## src/rtl/cv32e40p_apu_core_pkg.sv

```systemverilog
// APU core package: CV32E40P APU interface widths plus the request payload
// type and limits used by the shared-FPU arbiter.
package cv32e40p_apu_core_pkg;

    localparam int APU_NARGS_CPU    = 3;
    localparam int APU_WOP_CPU      = 6;
    localparam int APU_NDSFLAGS_CPU = 15;
    localparam int APU_NUSFLAGS_CPU = 5;

    // Upper bound on the number of cores sharing one FP wrapper
    localparam int APU_ARB_MAX_CORES = 8;

    // Everything a core presents alongside apu_req
    typedef struct packed {
        logic [APU_NARGS_CPU-1:0][31:0] operands;
        logic [APU_WOP_CPU-1:0]         op;
        logic [APU_NDSFLAGS_CPU-1:0]    flags;
    } apu_req_payload_t;

endpackage

```

## src/rtl/cv32e40p_apu_id_fifo.sv

```systemverilog
// In-order FIFO of requester IDs granted to the shared FP wrapper.
// Push is ignored when full and pop is ignored when empty; simultaneous
// push/pop advances both pointers and leaves the count unchanged.
module cv32e40p_apu_id_fifo #(
    parameter int WIDTH = 2,
    parameter int DEPTH = 4
) (
    input  logic             clk_i,
    input  logic             rst_ni,
    input  logic             push_i,
    input  logic [WIDTH-1:0] push_id_i,
    input  logic             pop_i,
    output logic             full_o,
    output logic             empty_o,
    output logic [WIDTH-1:0] head_o
);

    localparam int PTR_W = (DEPTH > 1) ? $clog2(DEPTH) : 1;

    logic [DEPTH-1:0][WIDTH-1:0] mem_q, mem_d;
    logic [PTR_W-1:0]            wr_ptr_q, wr_ptr_d;
    logic [PTR_W-1:0]            rd_ptr_q, rd_ptr_d;
    logic [PTR_W:0]              cnt_q, cnt_d;
    logic                        do_push, do_pop;

    assign full_o  = (cnt_q == (PTR_W+1)'(DEPTH));
    assign empty_o = (cnt_q == '0);
    assign head_o  = mem_q[rd_ptr_q];

    assign do_push = push_i & ~full_o;
    assign do_pop  = pop_i & ~empty_o;

    // Next-state for storage, pointers (wrap naturally) and occupancy
    always_comb begin
        mem_d    = mem_q;
        wr_ptr_d = wr_ptr_q;
        rd_ptr_d = rd_ptr_q;
        cnt_d    = cnt_q;
        if (do_push) begin
            mem_d[wr_ptr_q] = push_id_i;
            wr_ptr_d        = wr_ptr_q + PTR_W'(1);
        end
        if (do_pop) begin
            rd_ptr_d = rd_ptr_q + PTR_W'(1);
        end
        case ({do_push, do_pop})
            2'b10:   cnt_d = cnt_q + (PTR_W+1)'(1);
            2'b01:   cnt_d = cnt_q - (PTR_W+1)'(1);
            default: cnt_d = cnt_q;
        endcase
    end

    // State registers; reset discards all queued IDs
    always_ff @(posedge clk_i or negedge rst_ni) begin
        if (!rst_ni) begin
            mem_q    <= '0;
            wr_ptr_q <= '0;
            rd_ptr_q <= '0;
            cnt_q    <= '0;
        end else begin
            mem_q    <= mem_d;
            wr_ptr_q <= wr_ptr_d;
            rd_ptr_q <= rd_ptr_d;
            cnt_q    <= cnt_d;
        end
    end

endmodule

```

## src/rtl/cv32e40p_apu_arbiter.sv

```systemverilog
// Shares one FP wrapper among NUM_CORES CV32E40P APU master ports.
// Round-robin winner selection with a lock that holds the winner while the
// wrapper stalls, an in-order ID FIFO for routing results back, and a sticky
// error flag for results that arrive with nothing outstanding.
// Optional: define CV32E40P_APU_ARB_PERF_EN to add per-core grant and stall
// counters (perf_grant_cnt_o / perf_stall_cnt_o).
module cv32e40p_apu_arbiter
    import cv32e40p_apu_core_pkg::*;
#(
    parameter int NUM_CORES       = 4,
    parameter int MAX_OUTSTANDING = 4
) (
    input  logic                                           clk_i,
    input  logic                                           rst_ni,
    input  logic [NUM_CORES-1:0]                           core_req_i,
    output logic [NUM_CORES-1:0]                           core_gnt_o,
    input  logic [NUM_CORES-1:0][APU_NARGS_CPU-1:0][31:0]  core_operands_i,
    input  logic [NUM_CORES-1:0][APU_WOP_CPU-1:0]          core_op_i,
    input  logic [NUM_CORES-1:0][APU_NDSFLAGS_CPU-1:0]     core_flags_i,
    output logic [NUM_CORES-1:0]                           core_rvalid_o,
    output logic [31:0]                                    core_rdata_o,
    output logic [APU_NUSFLAGS_CPU-1:0]                    core_rflags_o,
    output logic                                           fpu_req_o,
    input  logic                                           fpu_gnt_i,
    output logic [APU_NARGS_CPU-1:0][31:0]                 fpu_operands_o,
    output logic [APU_WOP_CPU-1:0]                         fpu_op_o,
    output logic [APU_NDSFLAGS_CPU-1:0]                    fpu_flags_o,
    input  logic                                           fpu_rvalid_i,
    input  logic [31:0]                                    fpu_rdata_i,
    input  logic [APU_NUSFLAGS_CPU-1:0]                    fpu_rflags_i,
    output logic                                           arb_err_o
`ifdef CV32E40P_APU_ARB_PERF_EN
    ,
    output logic [NUM_CORES-1:0][31:0]                     perf_grant_cnt_o,
    output logic [NUM_CORES-1:0][31:0]                     perf_stall_cnt_o
`endif
);

    localparam int ID_W = (NUM_CORES > 1) ? $clog2(NUM_CORES) : 1;
    typedef logic [ID_W-1:0] id_t;

    // Index of the core at offset 'off' from 'ptr', wrapping at NUM_CORES
    function automatic id_t rr_idx(input int ptr, input int off);
        int s;
        s = ptr + off;
        if (s >= NUM_CORES) s = s - NUM_CORES;
        return id_t'(s);
    endfunction

    apu_req_payload_t [NUM_CORES-1:0] payload;
    apu_req_payload_t                 sel_payload;

    id_t  rr_ptr_q, rr_ptr_d;
    id_t  locked_id_q, locked_id_d;
    logic locked_q, locked_d;
    logic err_q, err_d;
    id_t  rr_winner, winner;
    logic handshake;
    logic fifo_full, fifo_empty, fifo_pop;
    id_t  fifo_head;

    // Pack each core's request fields into one payload word
    always_comb begin
        payload = '0;
        for (int c = 0; c < NUM_CORES; c++) begin
            payload[c].operands = core_operands_i[c];
            payload[c].op       = core_op_i[c];
            payload[c].flags    = core_flags_i[c];
        end
    end

    // First requester at or after rr_ptr; lowest offset wins (scan from far end)
    always_comb begin
        rr_winner = rr_ptr_q;
        for (int i = NUM_CORES - 1; i >= 0; i--) begin
            if (core_req_i[rr_idx(int'(rr_ptr_q), i)]) rr_winner = rr_idx(int'(rr_ptr_q), i);
        end
    end

    // A stalled request keeps its core selected until the wrapper accepts it
    assign winner = locked_q ? locked_id_q : rr_winner;

    // Request path is purely combinational; reset forces the request low so
    // nothing can handshake while state is being cleared
    assign fpu_req_o   = rst_ni & (|core_req_i) & ~fifo_full;
    assign handshake   = fpu_req_o & fpu_gnt_i;
    assign sel_payload = payload[winner];

    assign fpu_operands_o = sel_payload.operands;
    assign fpu_op_o       = sel_payload.op;
    assign fpu_flags_o    = sel_payload.flags;

    // Grant back to the winning core on the handshake cycle only
    always_comb begin
        core_gnt_o = '0;
        if (handshake) core_gnt_o[winner] = 1'b1;
    end

    // Results are routed to the oldest outstanding requester; data is broadcast
    assign fifo_pop = fpu_rvalid_i & ~fifo_empty;

    always_comb begin
        core_rvalid_o = '0;
        if (fifo_pop) core_rvalid_o[fifo_head] = 1'b1;
    end

    assign core_rdata_o  = fpu_rdata_i;
    assign core_rflags_o = fpu_rflags_i;
    assign arb_err_o     = err_q;

    // Next-state for round-robin pointer, lock and sticky error
    always_comb begin
        rr_ptr_d    = rr_ptr_q;
        locked_d    = locked_q;
        locked_id_d = locked_id_q;
        err_d       = err_q | (fpu_rvalid_i & fifo_empty);
        if (handshake) begin
            rr_ptr_d = (winner == id_t'(NUM_CORES - 1)) ? '0 : winner + id_t'(1);
            locked_d = 1'b0;
        end else if (fpu_req_o) begin
            locked_d    = 1'b1;
            locked_id_d = winner;
        end
    end

    // Arbiter state registers
    always_ff @(posedge clk_i or negedge rst_ni) begin
        if (!rst_ni) begin
            rr_ptr_q    <= '0;
            locked_q    <= 1'b0;
            locked_id_q <= '0;
            err_q       <= 1'b0;
        end else begin
            rr_ptr_q    <= rr_ptr_d;
            locked_q    <= locked_d;
            locked_id_q <= locked_id_d;
            err_q       <= err_d;
        end
    end

    cv32e40p_apu_id_fifo #(
        .WIDTH (ID_W),
        .DEPTH (MAX_OUTSTANDING)
    ) id_fifo_i (
        .clk_i     (clk_i),
        .rst_ni    (rst_ni),
        .push_i    (handshake),
        .push_id_i (winner),
        .pop_i     (fifo_pop),
        .full_o    (fifo_full),
        .empty_o   (fifo_empty),
        .head_o    (fifo_head)
    );

`ifdef CV32E40P_APU_ARB_PERF_EN
    logic [NUM_CORES-1:0][31:0] grant_cnt_q, grant_cnt_d;
    logic [NUM_CORES-1:0][31:0] stall_cnt_q, stall_cnt_d;

    // Per-core handshake and stall-cycle counters, wrapping at 2^32
    always_comb begin
        grant_cnt_d = grant_cnt_q;
        stall_cnt_d = stall_cnt_q;
        for (int c = 0; c < NUM_CORES; c++) begin
            if (core_gnt_o[c])                  grant_cnt_d[c] = grant_cnt_q[c] + 32'd1;
            if (core_req_i[c] & ~core_gnt_o[c]) stall_cnt_d[c] = stall_cnt_q[c] + 32'd1;
        end
    end

    // Counter registers
    always_ff @(posedge clk_i or negedge rst_ni) begin
        if (!rst_ni) begin
            grant_cnt_q <= '0;
            stall_cnt_q <= '0;
        end else begin
            grant_cnt_q <= grant_cnt_d;
            stall_cnt_q <= stall_cnt_d;
        end
    end

    assign perf_grant_cnt_o = grant_cnt_q;
    assign perf_stall_cnt_o = stall_cnt_q;
`endif

endmodule

```

## config.mk

```make
export PLATFORM = sky130hd
export DESIGN_NAME = cv32e40p_apu_arbiter
export DESIGN_NICKNAME = d
export VERILOG_FILES = /design/src/rtl/cv32e40p_apu_core_pkg.sv /design/src/rtl/cv32e40p_apu_id_fifo.sv /design/src/rtl/cv32e40p_apu_arbiter.sv
export SDC_FILE = /design/constraint.sdc
export NUM_CORES = 1
export LEC_CHECK = 0
export CAP_MARGIN = 20
export CORE_AREA = 2 2 265 267
export CTS_CLUSTER_SIZE = 8
export DETAILED_ROUTE_END_ITERATION = 12
export DIE_AREA = 0 0 267 269
export GPL_TIMING_DRIVEN = 0
export PLACE_DENSITY = 0.43
export SYNTH_ARGS = -nofsm -noshare
export SYNTH_HDL_FRONTEND = slang
export SYNTH_SLANG_ARGS = --single-unit
```

## constraint.sdc

```tcl
create_clock -name clk_i -period 2.3 [get_ports clk_i]
set_clock_uncertainty 0.05 [all_clocks]
set_input_delay 0.23 -clock clk_i [delete_from_list [all_inputs] [get_ports clk_i]]
set_output_delay 0.23 -clock clk_i [all_outputs]
set_load 0.005 [all_outputs]
```

==> run summary <==
### Placement
- 2444 — Placed Cells incl. Taps
- 639 — number of port buffers
- 51200 um — Final HPWL DP
- 0.875 — GPL Wtd Cong
- -1.96 ns — setup slack at placement
- 13200 um^2 — post-place instance area

### STA
- 365 MHz — maximum operating frequency
- yes — setup repair after global routing missed its margin
- 36.5% — worst rel slew slack
- 119% — fin crit share
- -38.97 ns — TNS Setup
- -0.439 ns — final setup margin
- 2.74 ns — minimum clock period after layout
- 124 — number of failing setup endpoints in the final timing report
- 0.312 ns — post-route worst hold slack
- 0 — number of failing hold endpoints at the final stage
- 0 — number of pins with negative max-slew slack in the final report
- 0.949 ns — actual slew at the worst max-slew pin

### Floorplanning
- 97 — Core Rows
- 71800 um^2 — Die Area
- 69300 um^2 — area of the core region
- 267 um — Chip Width
- 269 um — floorplan die height
- 677 — Top-Level Pins
- 8.03% — Starting Density

### Global route
- 85900 um — wire length of the first global-routing pass
- 6 — antenna violations before repair
- 16.9% — Total GRT Usage
- 11200 — number of global-route vias before repair
- 0 — sum of overflow across all layers after global routing
- 22 — largest net degree at the start of global routing

### Worst setup path
- output pin — crit path capture type
- -0.02 ns — slack of the worst reg-to-reg path
- id_fifo_i.mem_q[5] — FF-to-FF End
- 9 — cell count of the worst reg-to-reg path
- flip-flop — type of element launching the critical path
- 7 — highest net fanout along the worst path
- 2.02 ns — Worst Path Required
- rr_ptr_q[1] — startpoint of the worst-slack reg-to-reg timing path
- 2.46 ns — arrival time reported for the critical path endpoint
- reg -> out — type of the worst setup path

### Logic synthesis
- 0 — number of flops mapped to enable cells by yosys
- 0 — number of warnings printed during yosys synthesis
- sky130_fd_sc_hd__a31oi_1 — most area-hungry cell type in the Yosys netlist
- 6.44 um^2 — average size of a mapped cell
- sky130_fd_sc_hd__a31oi_1 27%, sky130_fd_sc_hd__o21ai_0 21%, sky130_fd_sc_hd__a22oi_1 16% — leading cell types by total area after synthesis
- 1383 — Net Count, Synth
- 864 — cell count after synthesis
- 26.6% — top cell type's share of synthesized area
- sky130_fd_sc_hd__dfrtp_1 — ys flop type
- 9.44% — share of synthesized area occupied by flip-flops and latches
- 21 — flop and latch count out of synthesis
- 5570 um^2 — synthesized cell area
- 37 — library cells used by synthesis
- 100% — share of flip-flops with an asynchronous set or reset

### Drt
- 11000 — via count
- 0 — final routed DRC violation total
- 27.2 um — post-detailed-route wirelength per cell
- 68900 um — Final Routed Wirelength
- 4.36 — routed vias/inst
- 683 — Iter 0 DRT Violations
- 5 — DR pass1 iterations
- 0 — Detail Route Antenna Nets

### Job
- 0 — number of violations of the max-capacitance limit

### Cells and area
- 24.4% — Util after Layout
- 2105 — net count reported at finish
- 16900 um^2 — Final Cell Area
- 2529 — final instance count without filler cells
- 529 um^2 — register cell area after layout
- 6020 um^2 — area occupied by multi-input gates
- 204% — Area Overhead vs Synth
- 38.0% — ratio of cells with drive above 1 in the final layout
- 7509 — number of filler instances in the final layout

### CTS
- 0.25 ns — Worst-Skew Late Latency
- 21 — total clock sinks
- 2 — worst-case clock buffer depth
- 3 — number of buffers created by CTS
- sky130_fd_sc_hd__clkbuf_16 — clock root buffer master
- 1 — number of levels the H-tree was split into
- 0.05 ns — Reg clk slew, reported paths
- yes — clock tree from TritonCTS

### Worst hold path
- 5 — number of cells traversed by the worst hold path
- rst_ni — source of the worst hold timing path
- in -> reg — Hold WC Path Type
- locked_q — WHS Endpoint

### Run status
- negative setup slack — failing checks
- finished, violations left — status

### Pwr
- 1280 nW/um^2 — PD cells
- 21.6 mW — Pwr Total
- 5.83 nW — Static Leakage
- 554 uV — highest ir drop seen on vdd

==> worst max-delay path by stage <==
| stage | startpoint | end | slack, ns | cells past startpoint |
|---|---|---|---|---|
| final | rr_ptr_q[1] | fpu_operands_o[88] | -0.44 | 10 |
| after global routing | rr_ptr_q[1] | fpu_operands_o[52] | -0.52 | 10 |
| after CTS | rr_ptr_q[1] | fpu_flags_o[3] | -0.42 | 9 |
| after detailed placement | core_req_i[0] | fpu_flags_o[0] | -1.96 | 9 |
| after global placement | locked_q | fpu_flags_o[3] | -2.29 | 7 |
| after floorplan | core_req_i[2] | id_fifo_i.cnt_q[2] | 0.00005 | 11 |
==> synthesized netlist by cell type (7+ instances only) <==
| cell | instances |
|---|---|
| sky130_fd_sc_hd__a22oi_1 | 118 |
| sky130_fd_sc_hd__a31oi_1 | 237 |
| sky130_fd_sc_hd__buf_1 | 13 |
| sky130_fd_sc_hd__buf_2 | 20 |
| sky130_fd_sc_hd__buf_4 | 43 |
| sky130_fd_sc_hd__buf_6 | 7 |
| sky130_fd_sc_hd__clkbuf_1 | 84 |
| sky130_fd_sc_hd__dfrtp_1 | 21 |
| sky130_fd_sc_hd__inv_1 | 9 |
| sky130_fd_sc_hd__mux2_2 | 10 |
| sky130_fd_sc_hd__nand2_1 | 14 |
| sky130_fd_sc_hd__nor3_1 | 7 |
| sky130_fd_sc_hd__o21ai_0 | 236 |
==> power breakdown <==
| part | switching, mW | internal [mW] |
|---|---|---|
| combinational | 10.9 | 9.63 |
| clock | 0.128 | 0.236 |
| sequential | 0.155 | 0.559 |
| total | 11.2 | 10.4 |
==> cell families (layout without fill, tap and decap cells) <==
family	count (synthesis)	count (layout)	share of synthesized area, %
DFF	21	21	9.44
and+or+nand+nor	35	35	2.94
other	0	4	0
adders and majority gates	6	6	1.48
xor gates and xnor gates	6	6	0.944
buffers and inverters	180	901	16.5
AOI/OAI and AO/OA	602	602	65.5
muxes	14	14	3.19
==> placed cells by master (no fill, tap or decap), types with 4 or more instances in the layout <==
master,synthesis,final
sky130_fd_sc_hd__clkdlybuf4s50_1,0,513
sky130_fd_sc_hd__o21ai_0,236,142
sky130_fd_sc_hd__a31oi_1,237,127
sky130_fd_sc_hd__buf_2,20,103
sky130_fd_sc_hd__buf_4,43,70
sky130_fd_sc_hd__a31oi_4,0,69
sky130_fd_sc_hd__o21ai_1,0,66
sky130_fd_sc_hd__a22oi_2,0,62
sky130_fd_sc_hd__a22oi_1,118,56
sky130_fd_sc_hd__buf_12,0,41
sky130_fd_sc_hd__clkbuf_2,3,41
sky130_fd_sc_hd__a31oi_2,0,41
sky130_fd_sc_hd__clkbuf_16,0,36
sky130_fd_sc_hd__buf_6,7,32
sky130_fd_sc_hd__o21ai_2,0,21
sky130_fd_sc_hd__dfrtp_1,21,18
sky130_fd_sc_hd__buf_8,0,14
sky130_fd_sc_hd__nand2_1,14,12
sky130_fd_sc_hd__clkbuf_4,0,12
sky130_fd_sc_hd__clkbuf_8,0,12
sky130_fd_sc_hd__clkbuf_1,84,10
sky130_fd_sc_hd__mux2_2,10,10
sky130_fd_sc_hd__o21ai_4,0,7
sky130_fd_sc_hd__inv_1,9,6
sky130_fd_sc_hd__buf_16,0,6
sky130_fd_sc_hd__diode_2,0,4
sky130_fd_sc_hd__nor2_1,5,4
sky130_fd_sc_hd__xnor2_1,4,4
sky130_fd_sc_hd__ha_1,5,4
==> state kept, by name, summed over array words and instances, names as in the netlist <==
name                flops
id_fifo_i.mem_q         8
id_fifo_i.wr_ptr_q      2
locked_id_q             2
locked_q                1
arb_err_o               1
rr_ptr_q                2
id_fifo_i.rd_ptr_q      2
id_fifo_i.cnt_q         3
==> worst max-delay path, cell delays in order, from the launching register on <==
cell and delay (ns):
sky130_fd_sc_hd__dfrtp_1 0.34, sky130_fd_sc_hd__buf_6 0.15, sky130_fd_sc_hd__mux2i_4 0.28, sky130_fd_sc_hd__o221a_4 0.28, sky130_fd_sc_hd__buf_6 0.11, sky130_fd_sc_hd__buf_12 0.15
sky130_fd_sc_hd__buf_12 0.17, sky130_fd_sc_hd__buf_8 0.12, sky130_fd_sc_hd__o21ai_4 0.04, sky130_fd_sc_hd__a22oi_2 0.36, sky130_fd_sc_hd__buf_2 0.19
==> layout make-up <==
type / instances / area share, %
antenna: 4 / 0.0591
buffer: 167 / 11.8
clock buffer: 4 / 0.466
inverter: 10 / 0.266
multi-input combinational: 663 / 35.6
sequential: 21 / 3.13
tap: 940 / 6.95
timing repair buffer: 720 / 41.8
==> routing by layer <==
layer	vias to the layer above	GRT usage, %	wire, um
met3	113	3.00	4710
met5	-	0	8
li1	4923	-	-
met1	5319	19.8	27700
met2	658	29.3	33100
met4	2	9.03	3350
==> repair_timing <==
action,4_1_cts,5_1_grt
endpoints found under the setup margin,140,125
setup buffers,32,20
hold buffers,1,0
gates cloned,10,18
endpoints found under the hold margin,21,0
resized for setup,1005,304
pin swaps,83,82
Power figures use the tool's default switching activity.
